[src/rtl/mod_updown_counter.sv]
// mod_updown_counter: parametrised modulo-N up/down counter with wrap/saturate modes and cascade flags
module mod_updown_counter #(
  parameter int          WIDTH       = 4,
  parameter int unsigned MAX_COUNT   = 15,
  parameter bit          SATURATE    = 1'b0,
  parameter int unsigned RESET_VALUE = 0
) (
  input  logic             clk,
  input  logic             reset,
  input  logic             en,
  input  logic             clr,
  input  logic             load,
  input  logic [WIDTH-1:0] load_value,
  input  logic             up_dn,
  output logic [WIDTH-1:0] count,
  output logic             tc,
  output logic             wrapped,
  output logic             at_limit
);
  localparam logic [WIDTH-1:0] MAX = WIDTH'(MAX_COUNT);
  localparam logic [WIDTH-1:0] RST = WIDTH'(RESET_VALUE);
  logic             end_hit;
  logic [WIDTH-1:0] lv;
  logic [WIDTH-1:0] step;
  logic [WIDTH-1:0] count_d;
  logic             wrapped_d;
  logic             at_limit_d;
  // next state: clr beats load beats en; an end of range either wraps or holds
  always_comb begin
    lv = load_value > MAX ? MAX : load_value;
    end_hit = up_dn ? count == MAX : count == '0;
    step = end_hit ? (SATURATE ? count : (up_dn ? '0 : MAX)) : (up_dn ? count + 1'b1 : count - 1'b1);
    count_d = clr ? '0 : load ? lv : en ? step : count;
    wrapped_d = !clr && !load && en && end_hit && !SATURATE;
    at_limit_d = clr ? 1'b0 : load ? SATURATE && (lv == MAX || lv == '0) : en ? SATURATE && end_hit : at_limit;
  end
  assign tc = en && end_hit;
  // state registers with asynchronous active-low reset
  always_ff @(posedge clk or negedge reset) begin
    if (!reset) begin
      count <= RST;
      wrapped <= 1'b0;
      at_limit <= 1'b0;
    end else begin
      count <= count_d;
      wrapped <= wrapped_d;
      at_limit <= at_limit_d;
    end
  end
endmodule

[config.mk]
export PLATFORM = sky130hd
export DESIGN_NAME = mod_updown_counter
export DESIGN_NICKNAME = d
export VERILOG_FILES = /design/src/rtl/mod_updown_counter.sv
export SDC_FILE = /design/constraint.sdc
export NUM_CORES = 1
export LEC_CHECK = 0
export ABC_CLOCK_PERIOD_IN_PS = 4600
export CORE_AREA = 2 2 39 41
export CTS_CLUSTER_SIZE = 10
export DETAILED_ROUTE_END_ITERATION = 10
export DIE_AREA = 0 0 41 43
export HOLD_SLACK_MARGIN = 0.02
export PLACE_DENSITY_LB_ADDON = 0.08
export REMOVE_ABC_BUFFERS = 1
export SLEW_MARGIN = 15
export SYNTH_ARGS = -nofsm -noshare
export SYNTH_HDL_FRONTEND = slang
export SYNTH_SLANG_ARGS = --single-unit
[constraint.sdc]
create_clock -name clk -period 4.6 [get_ports clk]
set_clock_uncertainty 0.2 [all_clocks]
set_input_delay 0.46 -clock clk [delete_from_list [all_inputs] [get_ports clk]]
set_output_delay 0.46 -clock clk [all_outputs]
set_load 0.02 [all_outputs]
Word level (Yosys, flattened, before mapping)
Cells that the tools add are included.

word-level totals
  bits in registers = 6
  bits of input ports = 10
  output and inout port bits = 7
  word-level logic and storage cells = 26

cells by class
  add/sub/neg operators = 2
  order comparisons = 1
  equality and inequality tests = 1
  muxes and demuxes = 11
  reductions and logical operators = 8

operator list
  cell                   number
  $mux W4                7
  $add A4 B1 Y4 const B  1
  $eq A4 B4 Y1 const B   1
  $gt A4 B4 Y1 const B   1
  $logic_and A1 B1 Y1    4
  $logic_not A4 Y1       1
  $mux W1                4
  $sub A4 B1 Y4 const B  1
  $reduce_bool A3 Y1     1
  $logic_not A1 Y1       2

Depth between registers and ports, before layout
  word-level depth = 6
  depth in mapped cells = 6
  depth with buffers taken out = 6

Worst setup path after synthesis
OpenSTA, ideal clock, no wires.

  path type = reg2out
  start = reg count[0]
  end = out tc
  arrival time = 1.454 ns
  required time = 3.940 ns
  path slack = 2.486 ns
  cell stages (with the launch flop) = 4
  cells stage by stage = dfrtp_1 -> or4_4 -> nand2b_4 -> a21oi_2

on the way
  cells in the longest elaborated chain, start to end = 3

RTL lines
  element                                           RTL line  RTL
  from (decl)                                       15        output logic [WIDTH-1:0] count,
  from (signal assigned)                            45        count <= count_d;
  $eq A4 B4 Y1 or $logic_not A4 Y1 (tied branches)  31        end_hit = up_dn ? count == MAX : count == '0;
  $mux W1 *                                         31
  $logic_and A1 B1 Y1 *                             37        assign tc = en && end_hit;
  to (decl)                                         16        output logic tc,

Every way passes the cells marked *; elsewhere a longest branch is shown, timed or not.

Final worst setup path
  start = in up_dn
  end = out tc

on the way
  cells in the longest elaborated chain, start to end = 2

RTL lines
  element              RTL line  RTL
  from (decl)          14        input logic up_dn,
  $mux W1              31
  $logic_and A1 B1 Y1  37

No other way between the ends.

==> metrics.yaml <==
global_route:
  grt_pass1_wl_microns: 1428
  grt_max_degree: 11
  number_of_global_route_vias_before_repair: 345
  grt_antenna_before_repair: 0
  grt_use_total_pct: 11.94
  overflow: 0
clock_tree:
  worst_skew_pair.late_latency_ns: 0.23
  cts-resized-gates: 0
  clock_sink_count: 5
  cts_tree: "built"
  cts_made_buffers: 3
  cts_hold_repair.buffers: 0
  ctsLongestPathBuffers: 2
  cts.clk_slew.worst_paths_ns: 0.04
  post-cts-setup-buffer-count: 0
  buffer_type_at_the_clock_tree_root: "sky130_fd_sc_hd__clkbuf_4"
  cts_max_level: 1
yosys:
  share_of_synthesized_area_spent_on_multiplexers_pct: 0
  post_synth_main_area_contributors: "sky130_fd_sc_hd__dfrtp_1, sky130_fd_sc_hd__xnor2_1, sky130_fd_sc_hd__a21oi_1"
  synth_seq_area_share_pct: 29.76
  fraction_of_the_mapped_netlist_area_in_adder_cells_pct: 10.71
  synthesis.area_per_instance_sq_um: 8.758
  yosys_warnings: 0
  netlist-cell-type-count: 24
  synth.top_cell.area_share_pct: 29.76
  synth_simple_gate_area_share_pct: 23.81
  synth_compound_area_share_pct: 19.64
  synth.ff_latch_count: 5
  synth_xor_xnor_area_share_pct: 6.250
  synthesis.area_sq_um: 420.4
  dominant_combinational_cell_family_by_area_after_synthesis: "simple AND/OR/NAND/NOR gates"
  synth_area_leader_cell: "sky130_fd_sc_hd__dfrtp_1"
  synthCells: 48
floorplanning:
  design.die.area_sq_um: 1763
  design.portCount: 17
  start_util_pct: 30.38
  floorplan.rows: 14
  die_width_microns: 41
  fp.coreArea_sq_um: 1384
  die_y_microns: 43
final_layout:
  final_util_pct: 43.49
  num-nets-final: 79
  areaGrowthSynthToFinish_pct: 43.15
  layout-drive-gt1-share_pct: 12.31
  final-seq-area_sq_um: 125.1
  antennaDiodeCount: 0
  fillerInstances: 142
  multi_input_area_sq_um: 257.7
timing:
  rsz_0062_raised_after_global_routing: "no"
  clock.fmax_mhz: 343.4
  slew_viols_final: 0
  finalCriticalPeriod_ns: 2.912
  setup_viol_count_final: 0
  fin_crit_sh_pct: 63.31
  final_hold_violations: 0
  timing.setup.tns_ns: 0
setup_path:
  timing.critical_path.required_ns: 3.94
  critical_path.cell_chain: "clkdlybuf4s50_1 -> and2_1 -> nand4_1 -> a21oi_2 -> clkdlybuf4s50_1"
  critical_path_class: "in2out"
  worstSetupEndpointType: "output pin"
  critPathMaxStageDelay_ns: 0.61
  crit_top_cell: "sky130_fd_sc_hd__clkdlybuf4s50_1"
  sort_of_element_at_the_start_of_the_critical_path: "input pin"
  cp.arrival_ns: 2.25
  path_max_fanout: 6
  timing.critical_path.slowest_stage_cell: "sky130_fd_sc_hd__clkdlybuf4s50_1"
power_and_ir_drop:
  power_leakage_nw: 0.2629
  total_power_w: 0.0001544
  power.density_nw_per_um2: 256.6
  vdd.ir_drop.worst_mv: 0.1796
  combPwrFrac_pct: 34.4
  sw_frac_of_total_pct: 29.76
  seq_power_share_pct: 33.9
  power.net_switching_w: 0.00004595
  power.share.clock_pct: 31.6
  cellInternalPower_w: 0.0001085
drt:
  dr.first_iter.drc_count: 12
  post_detailed_route_wirelength_per_cell_microns: 10.84
  vias: 378
  viasPerCell: 4.667
  wl_microns: 878
  drc: 0
  ant_nets: 0
  drtPass1Iterations: 4
placement:
  place.gp.congestion: 0.7491
  port_buffers: 15
  dp.final_hpwl_microns: 709.6
hold_path:
  hp-class: "in2async"
outcome:
  outcome: "finished clean"
run:
  max_cap_violations: 0
==> final cells by class <==
| cell class | count | area share [%] |
|---|---|---|
| multi-input combinational | 35 | 42.83 |
| sequential | 5 | 20.79 |
| tap | 16 | 3.326 |
| clock buffer | 4 | 4.366 |
| timing repair buffer | 15 | 24.95 |
| inverter | 6 | 3.742 |
==> critical path, delay by kind of cell <==
kind                   cells  cell delay (ns)
AOI/OAI and AO/OA          1             0.21
buffers and inverters      2             1.19
and+or+nand+nor            2             0.39
==> state kept, by name (all words and copies together) (netlist names) <==
signal and flops:
wrapped 1, count 4
==> synth_stat cells <==
cell type and number:
sky130_fd_sc_hd__nand3_1 1, sky130_fd_sc_hd__dfrtp_1 5, sky130_fd_sc_hd__nor3_1 2, sky130_fd_sc_hd__fa_1 1, sky130_fd_sc_hd__ha_1 2, sky130_fd_sc_hd__o211ai_1 1
sky130_fd_sc_hd__nor2_1 6, sky130_fd_sc_hd__buf_4 2, sky130_fd_sc_hd__o21ai_1 2, sky130_fd_sc_hd__a21o_1 1, sky130_fd_sc_hd__or4_4 1, sky130_fd_sc_hd__a21oi_2 1
sky130_fd_sc_hd__xnor2_1 3, sky130_fd_sc_hd__nand4_1 1, sky130_fd_sc_hd__nor2b_1 1, sky130_fd_sc_hd__inv_1 6, sky130_fd_sc_hd__nor3b_2 1, sky130_fd_sc_hd__and2_1 1
sky130_fd_sc_hd__conb_1 1, sky130_fd_sc_hd__nand2b_1 1, sky130_fd_sc_hd__a221oi_1 1, sky130_fd_sc_hd__a221oi_2 1, sky130_fd_sc_hd__a21oi_1 5, sky130_fd_sc_hd__nand2b_4 1
==> layout by cell type, fill, tap and decap left out, types with 2 or more instances in the layout <==
cell type and n:
sky130_fd_sc_hd__clkdlybuf4s50_1 15, sky130_fd_sc_hd__a21oi_1 5, sky130_fd_sc_hd__inv_1 6, sky130_fd_sc_hd__nor2_1 6, sky130_fd_sc_hd__o21ai_1 2, sky130_fd_sc_hd__ha_1 2
sky130_fd_sc_hd__clkbuf_4 3, sky130_fd_sc_hd__xnor2_1 3, sky130_fd_sc_hd__dfrtp_1 5, sky130_fd_sc_hd__nor3_1 2
==> stage by stage <==
| stage | hold slack [ns] | worst slack, ns | std cells | instance area, sq um |
|---|---|---|---|---|
| 3_5_place_dp | 0.4943 | 1.705 | 77 | 575.6 |
| 4_1_cts | 0.2413 | 1.698 | 81 | 601.8 |
| 5_1_grt | 0.2384 | 1.583 | 81 | 601.8 |
| 3_3_place_gp | 0.4897 | 1.722 | 77 | 575.6 |
| 6_report | 0.2426 | 1.688 | 81 | 601.8 |
| 2_1_floorplan | -0.03559 | 2.486 | 46 | 405.4 |
==> cell families (layout without fill, tap and decap cells) <==
| group | count (synthesis) | count (layout) |
|---|---|---|
| and+or+nand+nor | 16 | 16 |
| buffers and inverters | 8 | 25 |
| AOI/OAI and AO/OA | 12 | 12 |
| adders and majority gates | 3 | 3 |
| DFF | 5 | 5 |
| other | 1 | 1 |
| xor gates and xnor gates | 3 | 3 |
==> power groups by stage <==
stage | Combinational (W) | Sequential, W | Clock (W)
after floorplan | 0.0000274 | 0.0000555 | 0
after global placement | 0.0000544 | 0.0000535 | 0
after detailed placement | 0.0000536 | 0.0000530 | 0
after CTS | 0.0000539 | 0.0000524 | 0.0000508
after global routing | 0.0000587 | 0.0000529 | 0.0000536
final | 0.0000532 | 0.0000524 | 0.0000488
==> layer usage <==
layer	global-route usage, %	up-vias	part of all wire [%]
li1	-	197	-
met1	17.16	172	48
met2	16.88	9	47
met3	4.712	0	4.4
met4	2.000	0	0
met5	0	-	0
==> path summary, 6_finish.rpt <==
check                                      from                    to  slack [ns]  cells past startpoint
setup / recovery                          up_dn                    tc        1.69                      5
hold / removal                            reset     wrapped$_DFF_PN0_        0.24                      1
setup reg to reg           count[0]$_DFFE_PN0P_  count[2]$_DFFE_PN0P_        2.76                      4
hold reg to reg            count[1]$_DFFE_PN0P_  count[1]$_DFFE_PN0P_        0.53                      2
max in group asynchronous                 reset  count[0]$_DFFE_PN0P_        3.77                      1
min in group clk           count[1]$_DFFE_PN0P_  count[1]$_DFFE_PN0P_        0.53                      2
(Power assumes the default switching activity.)
